==> config.mk <==
export PLATFORM = sky130hd
export DESIGN_NAME = conflict_collector_flat
export DESIGN_NICKNAME = d
export VERILOG_FILES = /design/src/rtl/sat_pkg.sv /design/src/rtl/conflict_collector_if.sv /design/src/rtl/prio_enc_lsb.sv /design/src/rtl/conflict_collector.sv /design/src/flat_wrapper.sv
export SDC_FILE = /design/constraint.sdc
export NUM_CORES = 1
export LEC_CHECK = 0
export CAP_MARGIN = 20
export CORE_MARGIN = 4
export CORE_UTILIZATION = 49
export DETAILED_ROUTE_END_ITERATION = 6
export PLACE_DENSITY_LB_ADDON = 0.15
export SLEW_MARGIN = 15
export SYNTH_ARGS = -nofsm -noshare
export SYNTH_HDL_FRONTEND = slang
export SYNTH_SLANG_ARGS = --single-unit
==> constraint.sdc <==
create_clock -name clk -period 20.4 [get_ports clk]
set_input_delay 4.08 -clock clk [delete_from_list [all_inputs] [get_ports clk]]
set_output_delay 4.08 -clock clk [all_outputs]
set_load 0.005 [all_outputs]
==> src/rtl/sat_pkg.sv <==
// sat_pkg: shared collector state, default widths and reduction helpers
package sat_pkg;
    localparam int DEF_WIDTH_LVL = 16;
    localparam int DEF_WIDTH_CID = 3;
    localparam int MAX_C = 64;
    typedef logic [DEF_WIDTH_LVL-1:0] lvl_t;
    typedef enum logic [1:0] {IDLE, SCAN, EMIT} cc_state_e;
    function automatic logic [6:0] popcount(input logic [MAX_C-1:0] v);
        logic [6:0] n;
        n = '0;
        for (int i = 0; i < MAX_C; i++) n = n + {6'd0, v[i]};
        return n;
    endfunction
endpackage

==> src/rtl/conflict_collector_if.sv <==
// conflict_collector_if: valid/ready stream of conflicting clause id and level
interface conflict_collector_if #(
    parameter int WIDTH_CID = 3,
    parameter int WIDTH_LVL = 16
);
    logic valid;
    logic ready;
    logic [WIDTH_CID-1:0] cid;
    logic [WIDTH_LVL-1:0] lvl;
    modport master(output valid, cid, lvl, input ready);
    modport slave(input valid, cid, lvl, output ready);
endinterface

==> src/rtl/prio_enc_lsb.sv <==
// prio_enc_lsb: index of the lowest set bit plus a found flag
module prio_enc_lsb #(
    parameter int N = 8,
    parameter int W = 3
) (
    input  logic [N-1:0] vec_i,
    output logic [W-1:0] idx_o,
    output logic         found_o
);
    always_comb begin
        idx_o = '0;
        found_o = 1'b0;
        for (int i = N - 1; i >= 0; i--)
            if (vec_i[i]) begin
                idx_o = W'(i);
                found_o = 1'b1;
            end
    end
endmodule

==> src/rtl/conflict_collector.sv <==
// conflict_collector: snapshots clause terminal outputs and streams conflicts in cid order
module conflict_collector
    import sat_pkg::*;
#(
    parameter int NUM_C = 8,
    parameter int WIDTH_CID = DEF_WIDTH_CID,
    parameter int WIDTH_LVL = DEF_WIDTH_LVL
) (
    input  logic                       clk,
    input  logic                       rst,
    input  logic                       start_i,
    input  logic [NUM_C-1:0]           conflict_c_vec_i,
    input  logic [NUM_C-1:0]           imp_vec_i,
    input  logic [NUM_C-1:0]           csat_vec_i,
    input  logic [NUM_C*WIDTH_LVL-1:0] cmax_lvl_flat_i,
    conflict_collector_if.master       conf,
    output logic                       busy_o,
    output logic                       done_o,
    output logic                       conflict_o,
    output logic [WIDTH_CID:0]         conflict_cnt_o,
    output logic [WIDTH_LVL-1:0]       max_conf_lvl_o,
    output logic                       all_sat_o,
    output logic                       imp_any_o
);
    cc_state_e state_q, state_d;
    logic [NUM_C-1:0] pend_q, pend_d;
    logic [NUM_C*WIDTH_LVL-1:0] lvls_q, lvls_d;
    logic valid_q, valid_d, done_q, done_d;
    logic [WIDTH_CID-1:0] cid_q, cid_d, k;
    logic [WIDTH_LVL-1:0] olvl_q, olvl_d, max_q, max_d, snap_max, l;
    logic conflict_q, conflict_d, all_sat_q, all_sat_d, imp_any_q, imp_any_d, found;
    logic [WIDTH_CID:0] cnt_q, cnt_d;

    prio_enc_lsb #(.N(NUM_C), .W(WIDTH_CID)) u_pe (.vec_i(pend_q), .idx_o(k), .found_o(found));

    always_comb begin
        snap_max = '0;
        l = '0;
        // strict compare keeps the lowest cid on equal levels
        for (int i = 0; i < NUM_C; i++) begin
            l = cmax_lvl_flat_i[i*WIDTH_LVL +: WIDTH_LVL];
            if (conflict_c_vec_i[i] && l > snap_max) snap_max = l;
        end
        state_d = state_q;
        pend_d = pend_q;
        lvls_d = lvls_q;
        valid_d = valid_q;
        cid_d = cid_q;
        olvl_d = olvl_q;
        done_d = 1'b0;
        conflict_d = conflict_q;
        cnt_d = cnt_q;
        max_d = max_q;
        all_sat_d = all_sat_q;
        imp_any_d = imp_any_q;
        if (state_q == IDLE && start_i) begin
            pend_d = conflict_c_vec_i;
            lvls_d = cmax_lvl_flat_i;
            conflict_d = |conflict_c_vec_i;
            cnt_d = (WIDTH_CID+1)'(popcount(MAX_C'(conflict_c_vec_i)));
            max_d = snap_max;
            all_sat_d = &csat_vec_i;
            imp_any_d = |imp_vec_i;
            state_d = SCAN;
        end
        if (state_q == SCAN) begin
            valid_d = found;
            cid_d = found ? k : cid_q;
            olvl_d = found ? lvls_q[k*WIDTH_LVL +: WIDTH_LVL] : olvl_q;
            done_d = !found;
            state_d = found ? EMIT : IDLE;
        end
        if (state_q == EMIT && conf.ready) begin
            pend_d = pend_q & ~(NUM_C'(1) << cid_q);
            valid_d = 1'b0;
            state_d = SCAN;
        end
    end

    always_ff @(posedge clk) begin
        if (rst) begin
            state_q <= IDLE;
            pend_q <= '0;
            lvls_q <= '0;
            valid_q <= 1'b0;
            cid_q <= '0;
            olvl_q <= '0;
            done_q <= 1'b0;
            conflict_q <= 1'b0;
            cnt_q <= '0;
            max_q <= '0;
            all_sat_q <= 1'b0;
            imp_any_q <= 1'b0;
        end else begin
            state_q <= state_d;
            pend_q <= pend_d;
            lvls_q <= lvls_d;
            valid_q <= valid_d;
            cid_q <= cid_d;
            olvl_q <= olvl_d;
            done_q <= done_d;
            conflict_q <= conflict_d;
            cnt_q <= cnt_d;
            max_q <= max_d;
            all_sat_q <= all_sat_d;
            imp_any_q <= imp_any_d;
        end
    end

    assign conf.valid = valid_q;
    assign conf.cid = cid_q;
    assign conf.lvl = olvl_q;
    assign busy_o = state_q != IDLE;
    assign done_o = done_q;
    assign conflict_o = conflict_q;
    assign conflict_cnt_o = cnt_q;
    assign max_conf_lvl_o = max_q;
    assign all_sat_o = all_sat_q;
    assign imp_any_o = imp_any_q;
endmodule

==> src/flat_wrapper.sv <==
// flat-port wrapper written by rule: the top's interface ports become plain ports
module conflict_collector_flat import sat_pkg::*;
#(
    parameter int NUM_C = 8,
    parameter int WIDTH_CID = DEF_WIDTH_CID,
    parameter int WIDTH_LVL = DEF_WIDTH_LVL
)
  (clk, rst, start_i, conflict_c_vec_i, imp_vec_i, csat_vec_i, cmax_lvl_flat_i, busy_o, done_o, conflict_o, conflict_cnt_o, max_conf_lvl_o, all_sat_o, imp_any_o, conf_valid, conf_cid, conf_lvl, conf_ready);
  conflict_collector_if #(.WIDTH_CID(WIDTH_CID), .WIDTH_LVL(WIDTH_LVL)) conf_i ();
  input  logic clk;
  input  logic rst;
  input  logic start_i;
  input  logic [NUM_C-1:0] conflict_c_vec_i;
  input  logic [NUM_C-1:0] imp_vec_i;
  input  logic [NUM_C-1:0] csat_vec_i;
  input  logic [NUM_C*WIDTH_LVL-1:0] cmax_lvl_flat_i;
  output logic busy_o;
  output logic done_o;
  output logic conflict_o;
  output logic [WIDTH_CID:0] conflict_cnt_o;
  output logic [WIDTH_LVL-1:0] max_conf_lvl_o;
  output logic all_sat_o;
  output logic imp_any_o;
  output wire logic [$bits(conf_i.valid)-1:0] conf_valid;
  output wire logic [$bits(conf_i.cid)-1:0] conf_cid;
  output wire logic [$bits(conf_i.lvl)-1:0] conf_lvl;
  input wire logic [$bits(conf_i.ready)-1:0] conf_ready;
  assign conf_valid = conf_i.valid;
  assign conf_cid = conf_i.cid;
  assign conf_lvl = conf_i.lvl;
  assign conf_i.ready = conf_ready;
  conflict_collector #(.NUM_C(NUM_C), .WIDTH_CID(WIDTH_CID), .WIDTH_LVL(WIDTH_LVL)) u_core (.clk(clk), .rst(rst), .start_i(start_i), .conflict_c_vec_i(conflict_c_vec_i), .imp_vec_i(imp_vec_i), .csat_vec_i(csat_vec_i), .cmax_lvl_flat_i(cmax_lvl_flat_i), .conf(conf_i), .busy_o(busy_o), .done_o(done_o), .conflict_o(conflict_o), .conflict_cnt_o(conflict_cnt_o), .max_conf_lvl_o(max_conf_lvl_o), .all_sat_o(all_sat_o), .imp_any_o(imp_any_o));
endmodule
==> metrics.txt <==
# port buffers=200; setup violators final=0; H-tree levels=4; DRC violations left=0; total global-route track usage=0.296; FP Rows=56; Crit Path Category=in2reg; routed vias/inst=5.89; Routed WL=41800 µm; Slew @ Worst Pin=1.11 ns; Die W=163 µm; Leak=6.43 nW; CP max stage delay=0.55 ns; CTS sink cnt=182; Slew HR=0.259; TNS Setup=0 ns; Starting Density=0.500; commonest non-fill, non-tap cells in the layout=339 x nand2_1, 198 x a21oi_1, 191 x clkdlybuf4s50_1, 182 x dfxtp_1, 101 x ha_1; sequential fraction of the synthesis area=0.309; core area=0.0235 mm²; Mapped Area=0.0118 mm²; Top delay family on crit path=compound AO/OA/AOI/OAI gates; CTS tree=yes; Post-synth EDFFs=0; initial antenna violation count=0; CP Max Fanout=12; Worst-Skew Late Latency=0.43 ns; Psw=0.521 mW; Final Hold Viols=0; first-iteration detailed-routing DRC count=967; TritonCTS buffer count=17; Slowest cell on crit path=or4b_4; Combinational Power Share=0.471; final instance area=0.0158 mm²; Net count, final=1957; Die Y=163 µm; Finished Core Util=0.671; Critical Path AT=20.20 ns; Unique masters post-synth=74; largest net degree at the start of global routing=104; clock skew=0.00814 ns; Max Slew Vio Count=0; Detail Route Antenna Nets=0; top cell type's share of synthesized area=0.309; global-route wire length before repair=61700 µm; Peak VDD IR=0.0555 mV; Final period util=0.974; global route overflow=0; Detail Placement HPWL=31300 µm; vias in the first global route=11100; Clock Tree Buf Depth=2; CTS root buf=clkbuf_16; Ys Warns=0; Critical Path End Type=flop; P&R area growth vs syn=34.1%; IO Count=201; syn nets=1737; Pint=0.927 mW; HP Class=reg2reg; commonest non-fill, non-tap cell in the layout=nand2_1; synthesized area per cell=8.01 µm²; hold_buf cts=0; PD cells=91.7 mW/mm²; sequential share of power=0.279; WL/cell=20.7 µm; Yosys reg bits=182; Main synth FF type=dfxtp_1; max_cap viols=0; clock share of power=0.250; layout cells sized above 1=0.159; worst path bufs/invs=11; Routability Congestion=0.985; via count=11900; Mapped Cells=1470; area leader, netlist=dfxtp_1; largest cells by area after synthesis=dfxtp_1 31%, ha_1 11%, nand2_1 11%, a21oi_1 9.4%, mux4_2 6.1%; Startpoint Class=input port; antenna cells=0; sw frac=0.360; Die Area=0.0266 mm²; drt first pass iters=6; outcome=complete, no violations; Placed Area=0.0143 mm²; f_max=0.0503 GHz; Async SR Flop Fraction=0; Worst-path clk slew=0.07 ns; Worst EP required=20.73 ns; Final Non-Filler Cells=2019; Final min period=19.87 ns; Placed Cells=1958
==> power by group through the flow <==
| stage | registers [mW] | logic [mW] | clock network [mW] |
|---|---|---|---|
| floorplan | 0.406 | 0.381 | 0 |
| global placement | 0.411 | 0.567 | 0 |
| detailed placement | 0.411 | 0.577 | 0 |
| CTS | 0.403 | 0.588 | 0.364 |
| global route | 0.407 | 0.736 | 0.377 |
| finish | 0.404 | 0.681 | 0.362 |
==> cell usage after synthesis, types with 13 or more instances <==
cell type,number
a21o_1,23
a21oi_1,220
a22oi_1,18
clkbuf_1,68
dfxtp_1,182
ha_1,107
inv_1,92
mux2i_1,31
mux4_2,32
nand2_1,340
nand2b_1,16
nand4_1,20
nor2_1,77
nor3_1,20
nor4_1,13
o21ai_0,38
==> worst register-to-register path: stages, from the launching register on <==
cell and delay, ns:
dfxtp_1 0.36, nor2_1 0.30, and2_4 0.70, buf_4 0.88
and2_4 0.38, buf_12 0.19, a2111oi_4 0.09
==> per-stage QoR <==
stage / hold slack [ns] / power, mW / setup slack [ns]
after floorplan: 0.433 / 0.787 / 0.000343
after CTS: 0.453 / 1.36 / 0.0158
final: 0.453 / 1.45 / 0.531
after global routing: 0.464 / 1.52 / -0.323
after global placement: 0.440 / 0.978 / -0.436
after detailed placement: 0.444 / 0.988 / -0.884
==> cell families (layout without fill, tap and decap cells) <==
logic type                 count (synthesis)  in the layout  synth area share
and+or+nand+nor                          537            537             0.197
AOI/OAI and AO/OA                        373            374             0.197
DFF                                      182            182             0.309
buffers and inverters                    176            405            0.0582
adders and majority gates                112            112             0.121
muxes                                     86             86             0.113
xor gates and xnor gates                   4              4           0.00361
==> final cells by class <==
| type | instances | area [µm²] |
|---|---|---|
| multi-input combinational | 1113 | 8030 |
| fill | 2024 | 7750 |
| sequential | 182 | 3640 |
| timing repair buffer | 284 | 2750 |
| clock buffer | 20 | 457 |
| tap | 319 | 399 |
| inverter | 92 | 345 |
| clock inverter | 9 | 176 |
==> path summary, 6_finish.rpt <==
| path | start | to | slack (ns) | cells past startpoint |
|---|---|---|---|---|
| max | cmax_lvl_flat_i[9] | u_core.max_conf_lvl_o[15] | 0.53 | 94 |
| min | u_core.conf.lvl[7] | u_core.conf.lvl[7] | 0.45 | 2 |
| max reg2reg | u_core.state_q[0] | u_core.max_conf_lvl_o[11] | 17.36 | 6 |
| min reg2reg | u_core.conf.lvl[7] | u_core.conf.lvl[7] | 0.45 | 2 |
==> routing by layer <==
metal	GRT usage	wire (µm)	vias to the layer above	part of all wire
li1	-	-	5606	-
met3	0.0421	2680	69	0.064
met2	0.509	20700	471	0.49
met5	0	0	-	0
met1	0.392	17400	5751	0.42
met4	0.0816	1080	0	0.026
==> sequential cells by signal (all words and copies together) (netlist names), 2 cells and up <==
| register | cells |
|---|---|
| u_core.conf.lvl | 16 |
| u_core.pend_q | 8 |
| u_core.conf.cid | 3 |
| u_core.max_conf_lvl_o | 16 |
| u_core.lvls_q | 128 |
| u_core.state_q | 2 |
| u_core.conflict_cnt_o | 4 |
==> repair_timing <==
action / 4_1_cts / 5_1_grt
buffers inserted: 2 / 23
cloned: 0 / 5
pin swaps: 1 / 25
gates resized for setup: 7 / 116
endpoints found under the setup margin: 16 / 16
(Power assumes the default switching activity.)
